<file path="config.mk">
export PLATFORM = sky130hd
export DESIGN_NAME = bram_1p_arbiter
export DESIGN_NICKNAME = d
export VERILOG_FILES = /design/src/rtl/bram_1p_arbiter.sv
export SDC_FILE = /design/constraint.sdc
export NUM_CORES = 1
export LEC_CHECK = 0
export BUFFER_PORTS_ARGS = -buffer_cell sky130_fd_sc_hd__buf_2
export CORE_MARGIN = 2
export CORE_UTILIZATION = 38
export CTS_BUF_LIST = sky130_fd_sc_hd__clkbuf_4 sky130_fd_sc_hd__clkbuf_8
export CTS_CLUSTER_SIZE = 24
export DETAILED_ROUTE_END_ITERATION = 6
export HOLD_SLACK_MARGIN = 0.15
export PLACE_DENSITY_LB_ADDON = 0.1
export SLEW_MARGIN = 10
export SYNTH_ARGS = -nofsm -noshare
export SYNTH_HDL_FRONTEND = slang
export SYNTH_SLANG_ARGS = --single-unit
</file>
<file path="constraint.sdc">
create_clock -name clk_i -period 1.3 [get_ports clk_i]
set_input_delay 0.195 -clock clk_i [delete_from_list [all_inputs] [get_ports clk_i]]
set_output_delay 0.195 -clock clk_i [all_outputs]
set_load 0.02 [all_outputs]
</file>
<file path="src/rtl/bram_1p_arbiter.sv">
// rtl/bram_1p_arbiter.sv - two-requester arbiter in front of a single-port byte-enable BRAM.
// BRAM_ARB_FIXED_PRIO_EN: requester 0 always wins ties instead of round-robin.
module bram_1p_arbiter #(
  parameter int NB_COL        = 2,
  parameter int COL_WIDTH     = 8,
  parameter int RAM_ADDR_BITS = 3
) (
  input  logic                          clk_i,
  input  logic                          rst_i,
  input  logic [1:0]                    req_i,
  input  logic [RAM_ADDR_BITS-1:0]      addr0_i,
  input  logic [RAM_ADDR_BITS-1:0]      addr1_i,
  input  logic [NB_COL-1:0]             we0_i,
  input  logic [NB_COL-1:0]             we1_i,
  input  logic [NB_COL*COL_WIDTH-1:0]   wdata0_i,
  input  logic [NB_COL*COL_WIDTH-1:0]   wdata1_i,
  output logic [1:0]                    gnt_o,
  output logic [1:0]                    rvalid_o,
  output logic [NB_COL*COL_WIDTH-1:0]   rdata_o,
  output logic                          busy_o,
  output logic                          mem_en_o,
  output logic [NB_COL-1:0]             mem_we_o,
  output logic [RAM_ADDR_BITS-1:0]      mem_addr_o,
  output logic [NB_COL*COL_WIDTH-1:0]   mem_data_o,
  input  logic [NB_COL*COL_WIDTH-1:0]   mem_data_i
);

  typedef enum logic [1:0] {IDLE, ISSUE, RESP} state_t;

  state_t                         state_q, state_d;
  logic                           win_q, win_d;
  logic                           last_q, last_d;
  logic [NB_COL-1:0]              we_q, we_d;
  logic [1:0]                     gnt_q, gnt_d;
  logic [1:0]                     rvalid_q, rvalid_d;
  logic                           mem_en_q, mem_en_d;
  logic [NB_COL-1:0]              mem_we_q, mem_we_d;
  logic [RAM_ADDR_BITS-1:0]       mem_addr_q, mem_addr_d;
  logic [NB_COL*COL_WIDTH-1:0]    mem_data_q, mem_data_d;
  logic                           pick;

  always_comb begin
`ifdef BRAM_ARB_FIXED_PRIO_EN
    pick = ~req_i[0];
`else
    // On a tie the requester that was not granted last wins.
    pick = (req_i == 2'b11) ? ~last_q : req_i[1];
`endif
    state_d    = state_q;
    win_d      = win_q;
    last_d     = last_q;
    we_d       = we_q;
    mem_addr_d = mem_addr_q;
    mem_data_d = mem_data_q;
    gnt_d      = 2'b00;
    rvalid_d   = 2'b00;
    mem_en_d   = 1'b0;
    mem_we_d   = '0;
    case (state_q)
      IDLE: begin
        if (|req_i) begin
          state_d    = ISSUE;
          win_d      = pick;
          last_d     = pick;
          we_d       = pick ? we1_i : we0_i;
          mem_addr_d = pick ? addr1_i : addr0_i;
          mem_data_d = pick ? wdata1_i : wdata0_i;
          gnt_d      = pick ? 2'b10 : 2'b01;
          mem_en_d   = 1'b1;
          mem_we_d   = pick ? we1_i : we0_i;
        end
      end
      ISSUE: begin
        // Reads wait one cycle for the BRAM output register.
        if (we_q == '0) begin
          state_d  = RESP;
          rvalid_d = win_q ? 2'b10 : 2'b01;
        end else begin
          state_d = IDLE;
        end
      end
      RESP:    state_d = IDLE;
      default: state_d = IDLE;
    endcase
  end

  always_ff @(posedge clk_i or posedge rst_i) begin
    if (rst_i) begin
      state_q    <= IDLE;
      win_q      <= 1'b0;
      last_q     <= 1'b1;
      we_q       <= '0;
      gnt_q      <= 2'b00;
      rvalid_q   <= 2'b00;
      mem_en_q   <= 1'b0;
      mem_we_q   <= '0;
      mem_addr_q <= '0;
      mem_data_q <= '0;
    end else begin
      state_q    <= state_d;
      win_q      <= win_d;
      last_q     <= last_d;
      we_q       <= we_d;
      gnt_q      <= gnt_d;
      rvalid_q   <= rvalid_d;
      mem_en_q   <= mem_en_d;
      mem_we_q   <= mem_we_d;
      mem_addr_q <= mem_addr_d;
      mem_data_q <= mem_data_d;
    end
  end

  assign gnt_o      = gnt_q;
  assign rvalid_o   = rvalid_q;
  assign rdata_o    = mem_data_i;
  assign busy_o     = (state_q != IDLE);
  assign mem_en_o   = mem_en_q;
  assign mem_we_o   = mem_we_q;
  assign mem_addr_o = mem_addr_q;
  assign mem_data_o = mem_data_q;

endmodule

</file>
==> reports/results.ini <==
[logic_synthesis]
synthMuxAreaShare_pct=0
synth-simple-area-share_pct=11.7
syn-num-nets=179
synth-xor-area-share_pct=0
synth_compound_area_share_pct=20.6
yosysWarnings=0
synth_top_family_by_area=compound AO/OA/AOI/OAI gates
syn_area_per_cell_um2=12.6
synth_cell_types=19
ys_seq_area_share_pct=54.5
synth_fa_ha_area_share_pct=0
ys_ff_latch=32
netlist_area_um2=1470
synth_cells=117

[clock_tree]
numCtsBuffers=5
clock_latency_ns=0.28
cts_root_buf=clkbuf_8
clkTransAtPathRegs_ns=0.07
clock-sinks=32
cts_buffer_depth=2
cts_tree=built
h-tree-depth=2

[sta]
drv_slew=0
max_clock_freq_mhz=726
holdWs_ns=0.157
slew_headroom_pct=73.8
tightest_slew_ns=0.393
layout_min_cycle_time_ns=1.38
timing.final.crit_share_pct=106
setup-violations-final=24
rsz0062_at_grt=true
fin_ws_ns=-0.0768
hold_viol=0
skew_ns=0.00627

[worst_setup_path]
reg2reg_depth=5
max_stage_delay_ns=0.56
timing.rr.end=mem_data_o[2]
r2r_start=last_q
r2r_slack_ns=-0.08
worst_path_dominant_cell_family=flip-flops
cp_max_fo=7
crit_type=flip-flop to flip-flop
endpoint_kind=flip-flop
path_cells=inv_2 -> a211oi_4 -> buf_6 -> buf_6 -> a221o_2
worstSetupStartpointType=flip-flop
worstPathArrival_ns=1.60
crit_required_ns=1.52
cp_slowest_cell=dfstp_2
crit_path_frequent_cell=buf_6
crit_buf_inv=3

[worst_hold_path]
min_to=mem_data_o[0]
min-delay-path-class=primary input to flip-flop
min_path_cells=2
holdCritStartpoint=wdata0_i[0]

[route]
routed_wl_um=4010
first_iter_violations=32
routed_via_density=4.92
ant_nets=0
first_pass_iters=4
wl_per_cell_um=15.5
dr_total_vias=1275
drc=0

[layout]
final_cell_mix=buf_2 (72), dfrtp_1 (31), a221o_2 (21), dlygate4sd3_1 (19), and3_4 (11)
nNetsFinal=272
layout-drive-gt1-share_pct=66.8
antennaDiodeCount=0
syn2layout_area_growth_pct=56.3
layout_commonest_cell=buf_2

[grt]
grt_util_met3_pct=7.16
use_met1_pct=19.7
antenna_found_initial=0
grt.overflow.total=0
grt.total_usage_pct=17.7
grt_busiest_layer=met2
use_met2_pct=30.1
first_global_vias=1315
grt_max_degree=33
grt_pass1_wl_um=5830

[placement]
place_congestion=0.772
place_ws_ns=-0.161
port_buffers=72
dp_hpwl_um=2510

[floorplan]
core_area_um2=3690
die_w_um=66.3
die_y_um=66.3
num_rows=22
dieArea_um2=4390
pin_count=105
initial_core_util_pct=39.9

[pwr]
power_mw=5.45
p_leak_nw=1.21
peakVddDrop_mv=0.988
power_density_nw_per_um2=2370

[job]
max_cap_violations=0

[run_status]
status=finished with violations
violations=negative setup slack

==> cells by family (layout without fill, tap and decap cells) <==
group                  Yosys count  count (layout)
flip-flops                      32              32
AND/OR/NAND/NOR                 26              26
buffers and inverters           31             122
AO/OA/AOI/OAI                   28              31
==> registers in the layout, summed over array words and instances (netlist names) <==
register	cells
mem_data_o	16
mem_addr_o	3
gnt_o	2
mem_we_o	2
rvalid_o	2
state_q	2
we_q	2
last_q	1
mem_en_o	1
win_q	1
==> per-layer routing <==
| metal | vias up | routed length (µm) |
|---|---|---|
| met1 | 594 | 1600 |
| met4 | 0 | 74 |
| li1 | 608 | - |
| met2 | 58 | 2010 |
| met3 | 15 | 334 |
| met5 | - | 0 |
==> metrics by stage <==
| stage | instances | setup TNS (ns) | utilization [%] | instance area [µm²] |
|---|---|---|---|---|
| global route | 259 | -2.49 | 62.4 | 2300 |
| CTS | 250 | -1.04 | 57.8 | 2130 |
| floorplan | 117 | -0.118 | - | 1480 |
| finish | 259 | -1.45 | 62.4 | 2300 |
| detailed placement | 224 | -2.59 | 49.0 | 1810 |
| global placement | 224 | -1.50 | 49.0 | 1810 |
==> synthesized netlist by cell type, drive strengths merged <==
library cell | count | area [µm²]
and3 | 21 | 134
a21oi | 2 | 10.0
nor2 | 1 | 11.3
dfrtp | 31 | 776
nor4b | 1 | 8.76
inv | 7 | 26.3
buf | 20 | 153
clkbuf | 4 | 15.0
a211oi | 1 | 20.0
and2 | 3 | 18.8
o21ai | 1 | 8.76
a21o | 2 | 17.5
a21boi | 1 | 11.3
a221o | 21 | 236
dfstp | 1 | 26.3
==> layout make-up <==
type	instances	area, µm²
Clock buffer	6	76.3
Sequential cell	32	802
Clock inverter	2	35.0
Timing Repair Buffer	107	709
Inverter	7	26.3
Tap cell	48	60.1
Multi-Input combinational cell	57	593
Fill cell	310	1390
==> worst max-delay path by stage <==
stage	from	endpoint	slack, ns	depth (start not counted)
6_report	last_q	mem_data_o[2]	-0.08	5
5_1_grt	last_q	mem_data_o[2]	-0.12	5
4_1_cts	last_q	mem_addr_o[0]	-0.07	3
3_5_place_dp	last_q	we_q[0]	-0.16	3
3_3_place_gp	last_q	we_q[1]	-0.10	3
2_1_floorplan	state_q[0]	mem_addr_o[0]	-0.008	5
==> repair_timing <==
action / CTS / global route
gates cloned: 1 / 4
setup endpoints to repair: 23 / 25
setup buffers: 0 / 3
hold buffers: 17 / 2
endpoints found under the hold margin: 47 / 2
gates resized for setup: 7 / 19
pin swaps: 2 / 22
==> where the power goes <==
| group | leakage [nW] | internal (mW) | switching [mW] |
|---|---|---|---|
| Sequential | 0.398 | 1.47 | 0.241 |
| Combinational | 0.756 | 1.36 | 1.45 |
| Clock | 0.0586 | 0.589 | 0.343 |
Power figures use the tool's default switching activity.
